$ cat src/rtl/light_decode.sv
// light_decode: receive side of the 24-bit {R,G,B} light bus.
// Each valid sample is thresholded to a 3-bit colour code. A code is committed
// only after STABLE_N consecutive valid samples agree. Commits drive the
// registered colour/white outputs, a one-cycle change pulse and a wrapping
// change counter.
// Optional feature: define SEQ_CHECK_EN to build the button-sequence checker
// that drives seq_err_o. Without it, seq_err_o is tied low.
module light_decode #(
   parameter logic [7:0]  THRESH   = 8'h80,
   parameter int unsigned STABLE_N = 4,
   parameter int unsigned CNT_W    = 8
) (
   input  logic             clk_i,
   input  logic             rst_i,
   input  logic             light_valid_i,
   input  logic [23:0]      light_i,
   output logic [2:0]       colour_o,
   output logic             colour_valid_o,
   output logic             white_o,
   output logic             change_o,
   output logic [CNT_W-1:0] change_count_o,
   output logic             seq_err_o
);

   localparam logic [7:0] StableMax = 8'(STABLE_N);
   localparam logic [2:0] CodeWhite = 3'b111;

   // Combinational decode of the raw sample
   logic [2:0] code;

   // Stability filter state
   logic [2:0] cand_q, cand_d;
   logic [7:0] cnt_q, cnt_d;
   logic       commit;
   logic       take;

   // Committed output state
   logic [2:0]       colour_q, colour_d;
   logic             colour_valid_q, colour_valid_d;
   logic             white_q, white_d;
   logic             change_q, change_d;
   logic [CNT_W-1:0] change_count_q, change_count_d;

   // Threshold each channel byte down to one bit
   always_comb begin
      code = {light_i[23:16] >= THRESH,
              light_i[15:8]  >= THRESH,
              light_i[7:0]   >= THRESH};
   end

   // Stability filter: runs only on valid samples, gaps hold the run
   always_comb begin
      cand_d = cand_q;
      cnt_d  = cnt_q;
      commit = 1'b0;
      if (light_valid_i) begin
         if (code != cand_q) begin
            cand_d = code;
            cnt_d  = 8'd1;
         end else if (cnt_q != StableMax) begin
            cnt_d = cnt_q + 8'd1;
         end
         // Commit only on the sample that reaches STABLE_N; a saturated run
         // does not re-commit. With STABLE_N=1 every valid sample commits.
         if (STABLE_N == 1) begin
            commit = 1'b1;
         end else begin
            commit = (cnt_d == StableMax) && (cnt_q != StableMax);
         end
      end
   end

   // A commit is taken if it is the first one or it carries a new colour
   always_comb begin
      take = commit && (!colour_valid_q || (code != colour_q));
   end

   // Next state of the committed outputs
   always_comb begin
      colour_d       = colour_q;
      colour_valid_d = colour_valid_q;
      white_d        = white_q;
      change_d       = 1'b0;
      change_count_d = change_count_q;
      if (take) begin
         colour_d       = code;
         colour_valid_d = 1'b1;
         white_d        = (code == CodeWhite);
         change_d       = 1'b1;
         // The first commit after reset is not counted as a change
         if (colour_valid_q) begin
            change_count_d = change_count_q + CNT_W'(1);
         end
      end
   end

   // Filter and output registers, synchronous reset has priority
   always_ff @(posedge clk_i) begin
      if (rst_i) begin
         cand_q         <= 3'b000;
         cnt_q          <= 8'd0;
         colour_q       <= 3'b000;
         colour_valid_q <= 1'b0;
         white_q        <= 1'b0;
         change_q       <= 1'b0;
         change_count_q <= '0;
      end else begin
         cand_q         <= cand_d;
         cnt_q          <= cnt_d;
         colour_q       <= colour_d;
         colour_valid_q <= colour_valid_d;
         white_q        <= white_d;
         change_q       <= change_d;
         change_count_q <= change_count_d;
      end
   end

   assign colour_o       = colour_q;
   assign colour_valid_o = colour_valid_q;
   assign white_o        = white_q;
   assign change_o       = change_q;
   assign change_count_o = change_count_q;

`ifdef SEQ_CHECK_EN
   // Button sequence is 001->010->011->100->101->110->001. White may be
   // entered from anywhere and left only back to the colour it interrupted.
   logic       seq_err_q, seq_err_d;
   logic [2:0] pre_white_q, pre_white_d;
   logic       seq_ok;

   function automatic logic [2:0] succ(input logic [2:0] c);
      logic [2:0] s;
      unique case (c)
         3'b001:  s = 3'b010;
         3'b010:  s = 3'b011;
         3'b011:  s = 3'b100;
         3'b100:  s = 3'b101;
         3'b101:  s = 3'b110;
         3'b110:  s = 3'b001;
         default: s = 3'b000; // 000 and 111 have no sequence successor
      endcase
      return s;
   endfunction

   // Judge each taken commit against the previous committed colour
   always_comb begin
      seq_err_d   = seq_err_q;
      pre_white_d = pre_white_q;
      seq_ok      = 1'b1;
      if (take) begin
         if (!colour_valid_q) begin
            seq_ok = (code == 3'b001) || (code == CodeWhite);
         end else if (code == CodeWhite) begin
            seq_ok = 1'b1;
         end else if (colour_q == CodeWhite) begin
            // White committed first has no prior colour: leave it to the start
            seq_ok = (pre_white_q == 3'b000) ? (code == 3'b001) : (code == pre_white_q);
         end else begin
            seq_ok = (code == succ(colour_q));
         end
         if (!seq_ok) begin
            seq_err_d = 1'b1;
         end
         // colour_q is 000 before the first commit, marking "no prior colour"
         if ((code == CodeWhite) && (colour_q != CodeWhite)) begin
            pre_white_d = colour_q;
         end
      end
   end

   // Sticky error flag and remembered pre-white colour
   always_ff @(posedge clk_i) begin
      if (rst_i) begin
         seq_err_q   <= 1'b0;
         pre_white_q <= 3'b000;
      end else begin
         seq_err_q   <= seq_err_d;
         pre_white_q <= pre_white_d;
      end
   end

   assign seq_err_o = seq_err_q;
`else
   assign seq_err_o = 1'b0;
`endif

endmodule
$ cat config.mk
export PLATFORM = sky130hd
export DESIGN_NAME = light_decode
export DESIGN_NICKNAME = d
export VERILOG_FILES = /design/src/rtl/light_decode.sv
export SDC_FILE = /design/constraint.sdc
export NUM_CORES = 1
export LEC_CHECK = 0
export BUFFER_PORTS_ARGS = -buffer_cell sky130_fd_sc_hd__buf_4
export CAP_MARGIN = 20
export CORE_MARGIN = 2
export CORE_UTILIZATION = 55
export DETAILED_ROUTE_END_ITERATION = 7
export GPL_TIMING_DRIVEN = 0
export PLACE_DENSITY_LB_ADDON = 0.3
export SETUP_SLACK_MARGIN = 0.05
export SLEW_MARGIN = 15
export SYNTH_ARGS = -nofsm -noshare
export SYNTH_HDL_FRONTEND = slang
export SYNTH_SLANG_ARGS = --single-unit
$ cat constraint.sdc
create_clock -name clk_i -period 4.7 [get_ports clk_i]
set_input_delay 0.47 -clock clk_i [delete_from_list [all_inputs] [get_ports clk_i]]
set_output_delay 0.47 -clock clk_i [all_outputs]
set_load 0.005 [all_outputs]
; After elaboration in Yosys (flattened, before gate mapping)
; Index checks and enable logic that the tools add are counted.
[totals]
input_bits = 27
out_inout_bits = 15
register_bits = 25
word_cells = 28
[op_classes]
eq_ne = 5
addsub = 2
n_reduce_logical = 6
mux = 5
order_cmp = 3
[op_table]
columns = op, count
row1 = "8-bit greater-or-equal comparator, second input constant", 3
row2 = 8-bit two-way mux, 3
row3 = "8-bit by 1-bit adder with 8-bit output, second input constant", 2
row4 = "8-bit by 3-bit == test with 1-bit output, second input constant", 1
row5 = "8-bit by 3-bit != test with 1-bit output, second input constant", 1
row6 = 3-bit != test, 2
row7 = 2-bit AND reduction, 2
row8 = "3-bit == test, second input constant", 1
row9 = 1-bit logical AND, 2
row10 = 1-bit two-way mux, 2
row11 = 1-bit zero test, 1
row12 = 1-bit logical OR, 1

; Logic depth before layout (Yosys ltp)
; Gate-level depths: netlist of run 1.
[logic_depth]
word_depth = 9
ltp_mapped = 7
depth_no_buf = 6

; Worst setup path before layout of run 1
; OpenSTA, ideal clock, no wires.
[synth_path]
path_kind = register to register
startpoint = register cnt_q[1]
endpoint = register change_count_q[3], in the netlist change_count_o[3]
period_less_slack_ns = 2.037
slack_ns = 2.663
setup_ns = 0.123
path_stages_with_launch = 7
n_path_buf = 0
t_required_ns = 4.577
arrival_ns = 1.914
path_cell_list = dfxtp_1 > ha_1 > and3_1 > a31o_1 > nand2_1 > or4_1 > mux2_1
[synth_via]
elab_chain_cells = 9
word_cells_on_any_way = 10
classes_between = add/sub (1) / eq/ne (2) / mux (4) / reduce/logical (3)
[synth_rtl]
columns = item, line_no
row1 = from (decl), 33  ; logic [7:0] cnt_q, cnt_d;
row2 = from (signal assigned), 109  ; cnt_q <= cnt_d;
row3 = 8-bit by 1-bit adder with 8-bit output or 8-bit by 3-bit != test with 1-bit output (tied branches), "61, 60, 68"
row4 = 8-bit two-way mux, 60  ; end else if (cnt_q != StableMax) begin
row5 = 8-bit two-way mux, 57  ; if (code != cand_q) begin
row6 = 8-bit two-way mux, 56  ; if (light_valid_i) begin
row7 = 8-bit by 3-bit == test with 1-bit output, 68  ; commit = (cnt_d == StableMax) && (cnt_q != StableMax);
row8 = 1-bit logical AND *, 68
row9 = 1-bit two-way mux *, 56
row10 = 1-bit logical AND *, 75  ; take = commit && (!colour_valid_q || (code != colour_q));
row11 = 2-bit AND reduction (no source line) *, n/a
row12 = to (signal assigned), 114  ; change_count_q <= change_count_d;
row13 = to (decl), 42  ; logic [CNT_W-1:0] change_count_q, change_count_d;
; Mark *: on every way between the ends. The rest lies on a longest branch, timed or not. The select of a mux whose other input is x is not followed.
; A chain may end at the register's enable or synchronous reset.

; Worst setup path after layout of run 1
[layout_path]
startpoint = register cnt_q[0]
endpoint = register change_count_q[2], in the netlist change_count_o[2]
; Same word-level chain as after synthesis.

==> results of run 1 <==
flip-flops by register name, indices dropped and copies added, names as in the netlist:
register        flops
change_o            1
cnt_q               8
colour_valid_o      1
colour_o            3
change_count_o      8
cand_q              3
white_o             1
through the flow:
step	total power [mW]	hold slack [ns]	std cells	area (um2)	setup slack [ns]
4_1_cts	0.354	0.425	233	1730	2.41
6_report	0.353	0.425	233	1730	2.40
3_5_place_dp	0.256	0.473	229	1700	2.36
3_3_place_gp	0.254	0.469	229	1700	2.45
5_1_grt	0.369	0.431	233	1730	2.28
2_1_floorplan	0.244	0.468	179	1520	2.66
worst max-delay path, cell delays in order, from the launching register on:
cell	delay, ns
sky130_fd_sc_hd__dfxtp_1	0.47
sky130_fd_sc_hd__inv_1	0.12
sky130_fd_sc_hd__ha_1	0.33
sky130_fd_sc_hd__nor2_1	0.16
sky130_fd_sc_hd__nand4_2	0.18
sky130_fd_sc_hd__buf_2	0.24
sky130_fd_sc_hd__nor4_1	0.35
sky130_fd_sc_hd__mux2_1	0.37
how the worst min path moves through the flow:
| stage | endpoint | slack [ns] |
|---|---|---|
| 6_report | colour_o[1]$_SDFFE_PP0P_ | 0.42 |
| 4_1_cts | colour_o[1]$_SDFFE_PP0P_ | 0.42 |
| 5_1_grt | white_o$_SDFFE_PP0P_ | 0.43 |
| 2_1_floorplan | white_o$_SDFFE_PP0P_ | 0.47 |
| 3_5_place_dp | change_count_o[7]$_SDFFE_PP0P_ | 0.47 |
| 3_3_place_gp | colour_o[1]$_SDFFE_PP0P_ | 0.47 |
cells in the final DEF (no fill, tap or decap), types with 2 or more instances in the layout:
master / count
sky130_fd_sc_hd__o211ai_1: 3
sky130_fd_sc_hd__mux2i_1: 7
sky130_fd_sc_hd__nand2b_1: 2
sky130_fd_sc_hd__clkbuf_1: 2
sky130_fd_sc_hd__a211oi_1: 2
sky130_fd_sc_hd__nor2_1: 16
sky130_fd_sc_hd__ha_1: 3
sky130_fd_sc_hd__nand3_1: 5
sky130_fd_sc_hd__inv_1: 4
sky130_fd_sc_hd__and3_1: 6
sky130_fd_sc_hd__buf_2: 6
sky130_fd_sc_hd__or3b_1: 2
sky130_fd_sc_hd__buf_1: 2
sky130_fd_sc_hd__buf_4: 22
sky130_fd_sc_hd__o31ai_1: 6
sky130_fd_sc_hd__nand2_1: 19
sky130_fd_sc_hd__mux2_1: 4
sky130_fd_sc_hd__clkbuf_4: 3
sky130_fd_sc_hd__or3_1: 2
sky130_fd_sc_hd__nor2b_1: 5
sky130_fd_sc_hd__xnor2_1: 5
sky130_fd_sc_hd__o21a_1: 2
sky130_fd_sc_hd__xor2_1: 3
sky130_fd_sc_hd__o21ai_1: 2
sky130_fd_sc_hd__nor3_1: 3
sky130_fd_sc_hd__a21oi_1: 9
sky130_fd_sc_hd__dfxtp_1: 25
sky130_fd_sc_hd__a211oi_2: 2
sky130_fd_sc_hd__o31a_1: 2
sky130_fd_sc_hd__nor4_1: 4
sky130_fd_sc_hd__or4_1: 3
sky130_fd_sc_hd__nand4_1: 5
area by class of cell:
class | instances | area, um2
fill | 229 | 957
multi-input combinational | 137 | 935
sequential | 25 | 500
timing repair buffer | 19 | 143
buffer | 13 | 67.6
tap | 31 | 38.8
clock buffer | 3 | 22.5
inverter | 4 | 15.0
clock inverter | 1 | 7.51
cells by family (layout without fill, tap and decap cells):
logic type | count (synthesis) | count (layout)
adders and majority gates | 3 | 3
other | 1 | 1
buffers and inverters | 17 | 40
DFF | 25 | 25
and+or+nand+nor | 78 | 78
muxes | 11 | 11
xor gates and xnor gates | 8 | 8
AOI/OAI and AO/OA | 36 | 36
where the power goes:
part	switching (mW)	internal, mW
clock network	0.0685	0.0325
logic	0.0211	0.0137
registers	0.00249	0.214
total	0.0920	0.261
metal layers:
layer | up-vias | routed length (um)
li1 | 696 | -
met1 | 632 | 1460
met2 | 31 | 1620
met3 | 7 | 141
met4 | 0 | 54
met5 | - | 0
==> out/qor.yml, run 1 <==
post_synth_inst_count: 179
cellPowerDensity_nw_per_um2: 204
grt_pass1_vias: 1290
synthesis.area_per_instance_um2: 8.48
floorplan.die_area_um2: 3200
gp_congestion: 0.935
cts_made_buffers: 3
gr-max-usage-layer: "met2"
global_route.usage.met1_pct: 28.5
max-vdd-ir-drop_mv: 0.194
globalRoute.totalOverflow: 0
yosys.cell_count.top_type: "sky130_fd_sc_hd__dfxtp_1"
crit_path_end_kind: "register"
yosys-mux-area-fraction_pct: 7.58
post_synth_net_total: 209
cts.reportedPaths.clkPinSlew_ns: 0.14
holdBufCountCts: 0
dpl.hpwl_mm: 2.46
synth_edf_count: 0
clock-sinks: 25
cts_tree: "done"
drt_pass1_iterations: 4
hold_depth: 3
final.period_utilization_pct: 48.9
synthesized_area_fraction_occupied_by_ao_oa_aoi_and_oai_cells_pct: 17.4
yosys_register_bits: 25
required_ns: 4.92
hold_start: "light_i[15]"
postCtsResizedCells: 0
grt_util_met3_pct: 2.76
global_route_wire_length_before_repair_mm: 5.58
rsz0062_at_grt: "no"
portBuffers: 19
die_h_um: 56.5
global_route.usage.met2_pct: 37.0
min_delay_worst_type: "in2reg"
maximum_number_of_pins_on_one_net_before_global_route_repair: 16
final.min_clock_period_ns: 2.30
clock_insertion_delay_worst_skew_ns: 0.32
synth_top_family_by_area: "simple AND/OR/NAND/NOR gates"
post_synth_most_frequent_cells: "25 x sky130_fd_sc_hd__dfxtp_1, 19 x sky130_fd_sc_hd__nand2_1, 16 x sky130_fd_sc_hd__nor2_1"
worstReg2RegEnd: "change_count_o[2]$_SDFFE_PP0P_"
critical_path_start: "cnt_q[0]$_SDFFE_PP0P_"
max-cap-violations: 0
cts_setup_buffers: 0
layout.core_utilization_pct: 64.4
yosys_most_used_dff: "sky130_fd_sc_hd__dfxtp_1"
outcome: "finished clean"
synth_adder_area_share_pct: 2.47
num-nets-final: 233
cts_max_path_buffers: 2
synthSimpleGateAreaFrac_pct: 29.3
area_of_the_core_um2: 2690
io_pins: 42
root_buffer_cell: "sky130_fd_sc_hd__clkbuf_4"
worstPathArrival_ns: 2.52
timing.clock.skew_ns: 0.00258
netlist_top_cells_area: "sky130_fd_sc_hd__dfxtp_1 33%, sky130_fd_sc_hd__nand2_1 4.7%, sky130_fd_sc_hd__mux2i_1 4.6%, sky130_fd_sc_hd__nor2_1 4.0%, sky130_fd_sc_hd__a21oi_1 3.0%"
synth_area_leader_cell: "sky130_fd_sc_hd__dfxtp_1"
final_max_slew_viol_count: 0
grt_antenna_before_repair: 0
netlist_area_um2: 1520
critPathKind: "reg2reg"
setup-violations-final: 0
routed_wl_mm: 3.27
route.detailed.vias_per_inst: 5.86
netlist.area_leader.share_pct: 33.0
syn2layout_area_growth_pct: 13.9
max_freq_ghz: 0.435
ff2ff_setup_slack_ns: 2.40
cts_max_level: 1
tightestPinTransition_ns: 0.510
worst_r2r_startpoint: "cnt_q[0]$_SDFFE_PP0P_"
vias: 1366
crit_fanout: 10
width_of_the_chip_um: 56.5
fraction_of_layout_instances_using_a_drive_strength_above_1_pct: 19.3
synth.lib_cells_used.distinct: 46
share_of_the_yosys_chip_area_belonging_to_registers_pct: 33.0
synthesis.yosys.warnings: 0
synth_async_sr_flop_share_pct: 0
setup.worst_path.end: "change_count_o[2]$_SDFFE_PP0P_"
timing.max_slew.rel_slack_pct: 66.0
p_leak_nw: 0.676
drt-initial-drc-count: 37
reg2regPathDepth: 7
antenna_cells: 0
number_of_hold_slack_violations_in_the_final_timing_report: 0
detail-route-antenna-nets: 0
synth-xor-area-share_pct: 4.62
fin_tns_setup_ns: 0
drc_errors: 0
initial_core_utilization_pct: 56.5
post_drt_wl_per_cell_um: 14.0
critical_path.startpoint_type: "register"
grt_use_total_pct: 21.9
count_of_standard_cell_rows: 19
Note: power is estimated with default switching activity, not from simulation.
==> run 2, diff against run 1 <==
CORE_UTILIZATION = 47   (was 55)
clock period = 2 ns   (was 4.7 ns; I/O delays follow)
==> out/qor.yml, run 2 (synthesis results as in run 1) <==
antenna_cells: 0  # unchanged
final.period_utilization_pct: 100  # was 48.9%
grt_antenna_before_repair: 0  # unchanged
tightestPinTransition_ns: 0.671  # was 0.510 ns
critPathKind: "reg2reg"  # unchanged
cts_tree: "done"  # unchanged
io_pins: 42  # unchanged
outcome: "complete, but fails checks"  # was finished clean
drt_pass1_iterations: 4  # unchanged
numPlacedInstances: 242  # was 229
die_h_um: 60.8  # was 56.5 um
required_ns: 2.24  # was 4.92 ns
crit_fanout: 6  # was 10
min_delay_worst_type: "in2reg"  # unchanged
violations: "negative setup slack"
globalRoute.totalOverflow: 0  # unchanged
setup-violations-final: 1  # was 0
clock-sinks: 25  # unchanged
max-vdd-ir-drop_mv: 0.427  # was 0.194 mV
final_cell_mix: "32 x sky130_fd_sc_hd__buf_4, 22 x sky130_fd_sc_hd__dfxtp_1, 18 x sky130_fd_sc_hd__nand2_1"  # was 25 x sky130_fd_sc_hd__dfxtp_1, 22 x sky130_fd_sc_hd__buf_4, 19 x sky130_fd_sc_hd__nand2_1
dpl.hpwl_mm: 2.49  # was 2.46 mm
layoutNonFillerInstCount: 254  # was 233
grt_use_total_pct: 19.9  # was 21.9%
critical_path.startpoint_type: "register"  # unchanged
syn2layout_area_growth_pct: 32.5  # was 13.9%
root_buffer_cell: "sky130_fd_sc_hd__clkbuf_4"  # unchanged
most_frequent_standard_cell_in_the_layout_excluding_fill_and_tap_cells: "sky130_fd_sc_hd__buf_4"  # was sky130_fd_sc_hd__dfxtp_1
rsz0062_at_grt: "yes"  # was no
max_freq_ghz: 0.498  # was 0.435 GHz
num-nets-final: 241  # was 233
gp_congestion: 0.803  # was 0.935
cellPowerDensity_nw_per_um2: 420  # was 204 nW/um2
drc_errors: 0  # unchanged
final_max_slew_viol_count: 0  # unchanged
floorplan.die_area_um2: 3700  # was 3200 um2
area_of_the_core_um2: 3050  # was 2690 um2
route.detailed.vias_per_inst: 5.89  # was 5.86
timing.max_slew.rel_slack_pct: 55.0  # was 66.0%
routed_wl_mm: 3.98  # was 3.27 mm
clock_insertion_delay_worst_skew_ns: 0.33  # was 0.32 ns
final.min_clock_period_ns: 2.01  # was 2.30 ns
holdBufCountCts: 0  # unchanged
grt_pass1_vias: 1279  # was 1290
timing.clock.skew_ns: 0.00571  # was 0.00258 ns
count_of_standard_cell_rows: 20  # was 19
cts_max_path_buffers: 2  # unchanged
worstPathArrival_ns: 2.24  # was 2.52 ns
post_drt_wl_per_cell_um: 15.7  # was 14.0 um
global_route_wire_length_before_repair_mm: 5.58  # about the same
setup_ws_ns: -0.00771  # was 2.40 ns
crit_path_end_kind: "register"  # unchanged
initial_core_utilization_pct: 49.7  # was 56.5%
p_leak_nw: 0.738  # was 0.676 nW
dp_worst_setup_slack_ns: -0.122  # was 2.36 ns
totalPowerFinal_uw: 844  # was 353 uW
vias: 1496  # was 1366
cts.reportedPaths.clkPinSlew_ns: 0.14  # about the same
width_of_the_chip_um: 60.8  # was 56.5 um
max-cap-violations: 0  # unchanged
drt-initial-drc-count: 71  # was 37
fraction_of_layout_instances_using_a_drive_strength_above_1_pct: 31.4  # was 19.3%
portBuffers: 19  # unchanged
maximum_number_of_pins_on_one_net_before_global_route_repair: 14  # was 16
number_of_hold_slack_violations_in_the_final_timing_report: 0  # unchanged
detail-route-antenna-nets: 0  # unchanged
cts_max_level: 1  # unchanged
cts_made_buffers: 3  # unchanged
[run 2: cell types whose count changed in the layout (fill, tap and decap cells not counted), sizes merged]
cell / before / now
clkbuf: 5 / 7
clkinvlp: 1 / 0
buf: 30 / 37
[run 2: where the power goes]
| part | internal, mW | switching [mW] | total (mW) |
|---|---|---|---|
| Sequential | 0.502 | 0.00724 | 0.510 |
| Combinational | 0.0417 | 0.0593 | 0.101 |
| Clock | 0.0783 | 0.156 | 0.234 |
[run 2: critical path, stage by stage, from the launching register on]
cell and delay [ns]:
sky130_fd_sc_hd__dfxtp_4 0.40, sky130_fd_sc_hd__ha_4 0.18, sky130_fd_sc_hd__a311oi_2 0.26, sky130_fd_sc_hd__a31o_1 0.18
sky130_fd_sc_hd__nand2_1 0.06, sky130_fd_sc_hd__or4_4 0.53, sky130_fd_sc_hd__mux2_4 0.30
[run 2: metrics by stage]
stage          util (%)  area (um2)  setup TNS (ns)  hold WS, ns
2_1_floorplan         -        1540               0        0.342
3_3_place_gp       56.8        1730          -0.302        0.470
3_5_place_dp       56.8        1730          -0.537        0.478
4_1_cts            59.1        1810               0        0.154
5_1_grt            65.9        2010          -0.173        0.170
6_report           65.9        2010        -0.00771        0.153
[run 2: worst paths after layout]
| check | startpoint | to | slack (ns) | cells after the start |
|---|---|---|---|---|
| setup / recovery | cnt_q[1]$_SDFFE_PP0P_ | change_count_o[3]$_SDFFE_PP0P_ | -0.008 | 6 |
| hold / removal | light_i[7] | colour_o[0]$_SDFFE_PP0P_ | 0.15 | 3 |
| setup reg to reg | cnt_q[1]$_SDFFE_PP0P_ | change_count_o[3]$_SDFFE_PP0P_ | -0.008 | 6 |
| hold reg to reg | colour_o[1]$_SDFFE_PP0P_ | colour_o[1]$_SDFFE_PP0P_ | 0.50 | 2 |
[run 2: timing repair]
action                                  in CTS  in global routing
gates resized for setup                      7                 35
pin swaps                                    3                  9
gates cloned                                 0                  1
setup buffers                                2                  5
endpoints found under the hold margin        0                  0
endpoints found under the setup margin       8                  9
[run 2: layout make-up]
| cell class | count | area (um2) |
|---|---|---|
| buffer | 13 | 97.6 |
| clock buffer | 4 | 26.3 |
| fill | 241 | 1040 |
| inverter | 4 | 15.0 |
| multi-input combinational | 137 | 1090 |
| sequential | 25 | 509 |
| tap | 44 | 55.1 |
| timing repair buffer | 27 | 220 |
[run 2: routing by layer]
metal | track usage [%] | up-vias | share of wire, %
li1 | - | 716 | -
met1 | 24.7 | 717 | 41
met2 | 36.6 | 51 | 50
met3 | 2.13 | 12 | 5.5
met4 | 5.28 | 0 | 3.2
met5 | 0 | - | 0
==> run 3, diff against run 2 <==
ABC_AREA = 1   (was not set)
PLACE_DENSITY = 0.75   (was not set)
PLACE_DENSITY_LB_ADDON = not set   (was 0.3)
REMOVE_ABC_BUFFERS = 1   (was not set)
==> out/qor.yml, run 3 <==
outcome: "finished clean"  # was complete, but fails checks
final.min_clock_period_ns: 1.82  # was 2.01 ns
dpl.hpwl_mm: 2.34  # was 2.49 mm
cp_most_frequent_cell: "sky130_fd_sc_hd__nor2_4"
switching_fraction_pct: 29.0  # was 26.3%
drc_errors: 0  # unchanged
antenna_cells: 0  # unchanged
crit_path_top_delay_cell: "sky130_fd_sc_hd__dfxtp_4"  # was sky130_fd_sc_hd__or4_4
width_of_the_chip_um: 61.1  # was 60.8 um
synth_async_sr_flop_share_pct: 0  # unchanged
cts_made_buffers: 3  # unchanged
worst_r2r_startpoint: "cnt_q[1]$_SDFFE_PP0P_"  # unchanged
critPathTopFamily: "simple AND/OR/NAND/NOR gates"  # unchanged
syn2layout_area_growth_pct: 20.4  # was 32.5%
num-nets-final: 282  # was 241
critical_path_start: "cnt_q[1]$_SDFFE_PP0P_"  # unchanged
synthesis.area_per_instance_um2: 6.73  # was 8.48 um2
most_frequent_standard_cell_in_the_layout_excluding_fill_and_tap_cells: "sky130_fd_sc_hd__nand2_1"  # was sky130_fd_sc_hd__buf_4
dp_worst_setup_slack_ns: -0.136  # was -0.122 ns
count_of_standard_cell_rows: 20  # unchanged
yosys_most_used_dff: "sky130_fd_sc_hd__dfxtp_1"  # unchanged
worstPathCellList: "inv_4, ha_4, nand3_4, nor2_4, nor2_1, nor2_2, and2_1, nand2_1, nor2_4, buf_4, nand4_1, a21oi_1"  # was ha_4, a311oi_2, a31o_1, nand2_1, or4_4, mux2_4
worstReg2RegEnd: "change_count_o[6]$_SDFFE_PP0P_"  # was change_count_o[3]$_SDFFE_PP0P_
netlist.area_leader.share_pct: 32.6  # was 33.0%
worstPathArrival_ns: 2.09  # was 2.24 ns
synth_area_leader_cell: "sky130_fd_sc_hd__dfxtp_1"  # unchanged
post_drt_wl_per_cell_um: 11.1  # was 15.7 um
route.detailed.vias_per_inst: 5.10  # was 5.89
final_cell_mix: "58 x sky130_fd_sc_hd__nand2_1, 25 x sky130_fd_sc_hd__buf_4, 22 x sky130_fd_sc_hd__a21oi_1"  # was 32 x sky130_fd_sc_hd__buf_4, 22 x sky130_fd_sc_hd__dfxtp_1, 18 x sky130_fd_sc_hd__nand2_1
critical_path.startpoint_type: "register"  # unchanged
post_synth_most_frequent_cells: "60 x sky130_fd_sc_hd__nand2_1, 25 x sky130_fd_sc_hd__dfxtp_1, 23 x sky130_fd_sc_hd__a21oi_1"  # was 25 x sky130_fd_sc_hd__dfxtp_1, 19 x sky130_fd_sc_hd__nand2_1, 16 x sky130_fd_sc_hd__nor2_1
clock_insertion_delay_worst_skew_ns: 0.32  # was 0.33 ns
grt_pass1_vias: 1308  # was 1279
final.period_utilization_pct: 91.1  # was 100%
ff2ff_setup_slack_ns: 0.18  # was -0.008 ns
cts_max_path_buffers: 2  # unchanged
rsz0062_at_grt: "yes"  # unchanged
portBuffers: 19  # unchanged
vias: 1505  # was 1496
crit_path_end_kind: "register"  # unchanged
area_of_the_core_um2: 3080  # was 3050 um2
yosys_register_bits: 25  # unchanged
share_of_the_yosys_chip_area_belonging_to_registers_pct: 32.6  # was 33.0%
totalPowerFinal_uw: 899  # was 844 uW
globalRoute.totalOverflow: 0  # unchanged
reg2regPathDepth: 12  # was 6
p_leak_nw: 0.762  # was 0.738 nW
p_seq_share_pct: 58.6  # was 60.3%
yosys.cell_count.top_type: "sky130_fd_sc_hd__nand2_1"  # was sky130_fd_sc_hd__dfxtp_1
max-vdd-ir-drop_mv: 0.476  # was 0.427 mV
critical_path_depth: 12  # was 6
floorplan.die_area_um2: 3740  # was 3700 um2
critPathBufInv: 2  # was 0
maximum_number_of_pins_on_one_net_before_global_route_repair: 19  # was 14
fraction_of_layout_instances_using_a_drive_strength_above_1_pct: 26.7  # was 31.4%
critPathKind: "reg2reg"  # unchanged
die_h_um: 61.1  # was 60.8 um
p_sw_uw: 261  # was 222 uW
setup_ws_ns: 0.179  # was -0.00771 ns
detail-route-antenna-nets: 0  # unchanged
setup-violations-final: 0  # was 1
timing.clock.skew_ns: 0.00460  # was 0.00571 ns
clock_power_share_pct: 26.0  # was 27.7%
io_pins: 42  # unchanged
synth_edf_count: 0  # unchanged
slowest_delay_ns: 0.41  # was 0.53 ns
initial_core_utilization_pct: 49.8  # was 49.7%
power.internal_uw: 639  # was 622 uW
grt_use_total_pct: 19.2  # was 19.9%
cts_tree: "done"  # unchanged
share_comb_of_total_power_pct: 15.4  # was 12.0%
num-fill-cells: 311  # was 241
cts_max_level: 1  # unchanged
crit_fanout: 6  # unchanged
min_delay_worst_type: "in2reg"  # unchanged
cellPowerDensity_nw_per_um2: 487  # was 420 nW/um2
global_route_wire_length_before_repair_mm: 5.48  # was 5.58 mm
max-cap-violations: 0  # unchanged
cts.reportedPaths.clkPinSlew_ns: 0.14  # about the same
required_ns: 2.27  # was 2.24 ns
grt_antenna_before_repair: 0  # unchanged
drt_pass1_iterations: 4  # unchanged
final_max_slew_viol_count: 0  # unchanged
max_freq_ghz: 0.549  # was 0.498 GHz
routed_wl_mm: 3.26  # was 3.98 mm
setup.worst_path.end: "change_count_o[6]$_SDFFE_PP0P_"  # was change_count_o[3]$_SDFFE_PP0P_
synthesis.yosys.warnings: 0  # unchanged
netlist_top_cells_area: "sky130_fd_sc_hd__dfxtp_1 33%, sky130_fd_sc_hd__nand2_1 15%, sky130_fd_sc_hd__a21oi_1 7.5%, sky130_fd_sc_hd__inv_1 4.4%, sky130_fd_sc_hd__nor2_1 4.4%"  # was sky130_fd_sc_hd__dfxtp_1 33%, sky130_fd_sc_hd__nand2_1 4.7%, sky130_fd_sc_hd__mux2i_1 4.6%, sky130_fd_sc_hd__nor2_1 4.0%, sky130_fd_sc_hd__a21oi_1 3.0%
number_of_hold_slack_violations_in_the_final_timing_report: 0  # unchanged
root_buffer_cell: "sky130_fd_sc_hd__clkbuf_4"  # unchanged
netlist_area_um2: 1530  # was 1520 um2
synth.lib_cells_used.distinct: 32  # was 46
clock-sinks: 25  # unchanged
drt-initial-drc-count: 62  # was 71
gp_congestion: 0.878  # was 0.803
post_synth_inst_count: 228  # was 179
## run 3: cell count changes in the layout (fill, tap and decap cells not counted), moves of 7 or more
| cell | before | now |
|---|---|---|
| sky130_fd_sc_hd__nand2_1 | 18 | 58 |
| sky130_fd_sc_hd__inv_1 | 3 | 16 |
| sky130_fd_sc_hd__mux2i_1 | 7 | 0 |
| sky130_fd_sc_hd__o21ai_0 | 1 | 11 |
| sky130_fd_sc_hd__buf_4 | 32 | 25 |
| sky130_fd_sc_hd__a21oi_1 | 9 | 22 |
## run 3: layout make-up
type                            count  area (um2)  area share [%]
Inverter                           25        98.8            5.35
Clock inverter                      1        7.51           0.407
Clock buffer                        3        22.5            1.22
Tap cell                           44        55.1            2.98
Timing Repair Buffer               27         210            11.4
Sequential cell                    25         512            27.7
Multi-Input combinational cell    170         941            50.9
## run 3: power by group through the flow
stage	logic (mW)	registers [mW]	clock network (mW)
floorplan	0.0852	0.532	0
global placement	0.119	0.535	0
detailed placement	0.121	0.535	0
CTS	0.122	0.525	0.240
global route	0.158	0.530	0.259
finish	0.139	0.527	0.233
## run 3: worst min path at each step
stage / startpoint / end / slack [ns] / depth (start not counted)
after floorplan: rst_i / change_count_o[0]$_SDFFE_PP0P_ / 0.27 / 1
after global placement: white_o$_SDFFE_PP0P_ / white_o$_SDFFE_PP0P_ / 0.46 / 2
after detailed placement: white_o$_SDFFE_PP0P_ / white_o$_SDFFE_PP0P_ / 0.45 / 2
after CTS: light_valid_i / cnt_q[1]$_SDFFE_PP0P_ / 0.12 / 2
after global routing: light_valid_i / cnt_q[4]$_SDFFE_PP0P_ / 0.12 / 2
final: light_valid_i / cnt_q[1]$_SDFFE_PP0P_ / 0.13 / 2
## run 3: timing repair
item	in CTS	in global routing
pin swaps	1	5
hold buffers	0	0
setup endpoints to repair	14	14
setup buffers	4	4
resized for setup	3	21
## run 3: kinds of logic after synthesis
group | after synthesis | share of synthesized area, %
AO/OA/AOI/OAI | 40 | 13.7
XOR/XNOR | 8 | 4.57
adder cells (fa/ha/maj) | 3 | 2.45
buffers and inverters | 33 | 9.13
flip-flops | 25 | 32.6
other | 1 | 0.244
AND/OR/NAND/NOR | 118 | 37.3
## run 3: stage by stage
stage          area, um2  std cells  util [%]  TNS [ns]  hold slack [ns]
2_1_floorplan       1490        220         -         0            0.269
3_3_place_gp        1690        283      54.8    -0.453            0.456
3_5_place_dp        1690        283      54.8    -0.649            0.454
4_1_cts             1750        291      56.8         0            0.117
5_1_grt             1850        295      60.0         0            0.118
6_report            1850        295      60.0         0            0.126
## run 3: per-layer routing
layer / global-route usage (%) / vias up / routed length (um)
met2: 31.5 / 24 / 1560
met5: 0 / - / 0
met4: 9.01 / 0 / 86
met1: 24.7 / 684 / 1540
li1: - / 789 / -
met3: 2.73 / 8 / 83
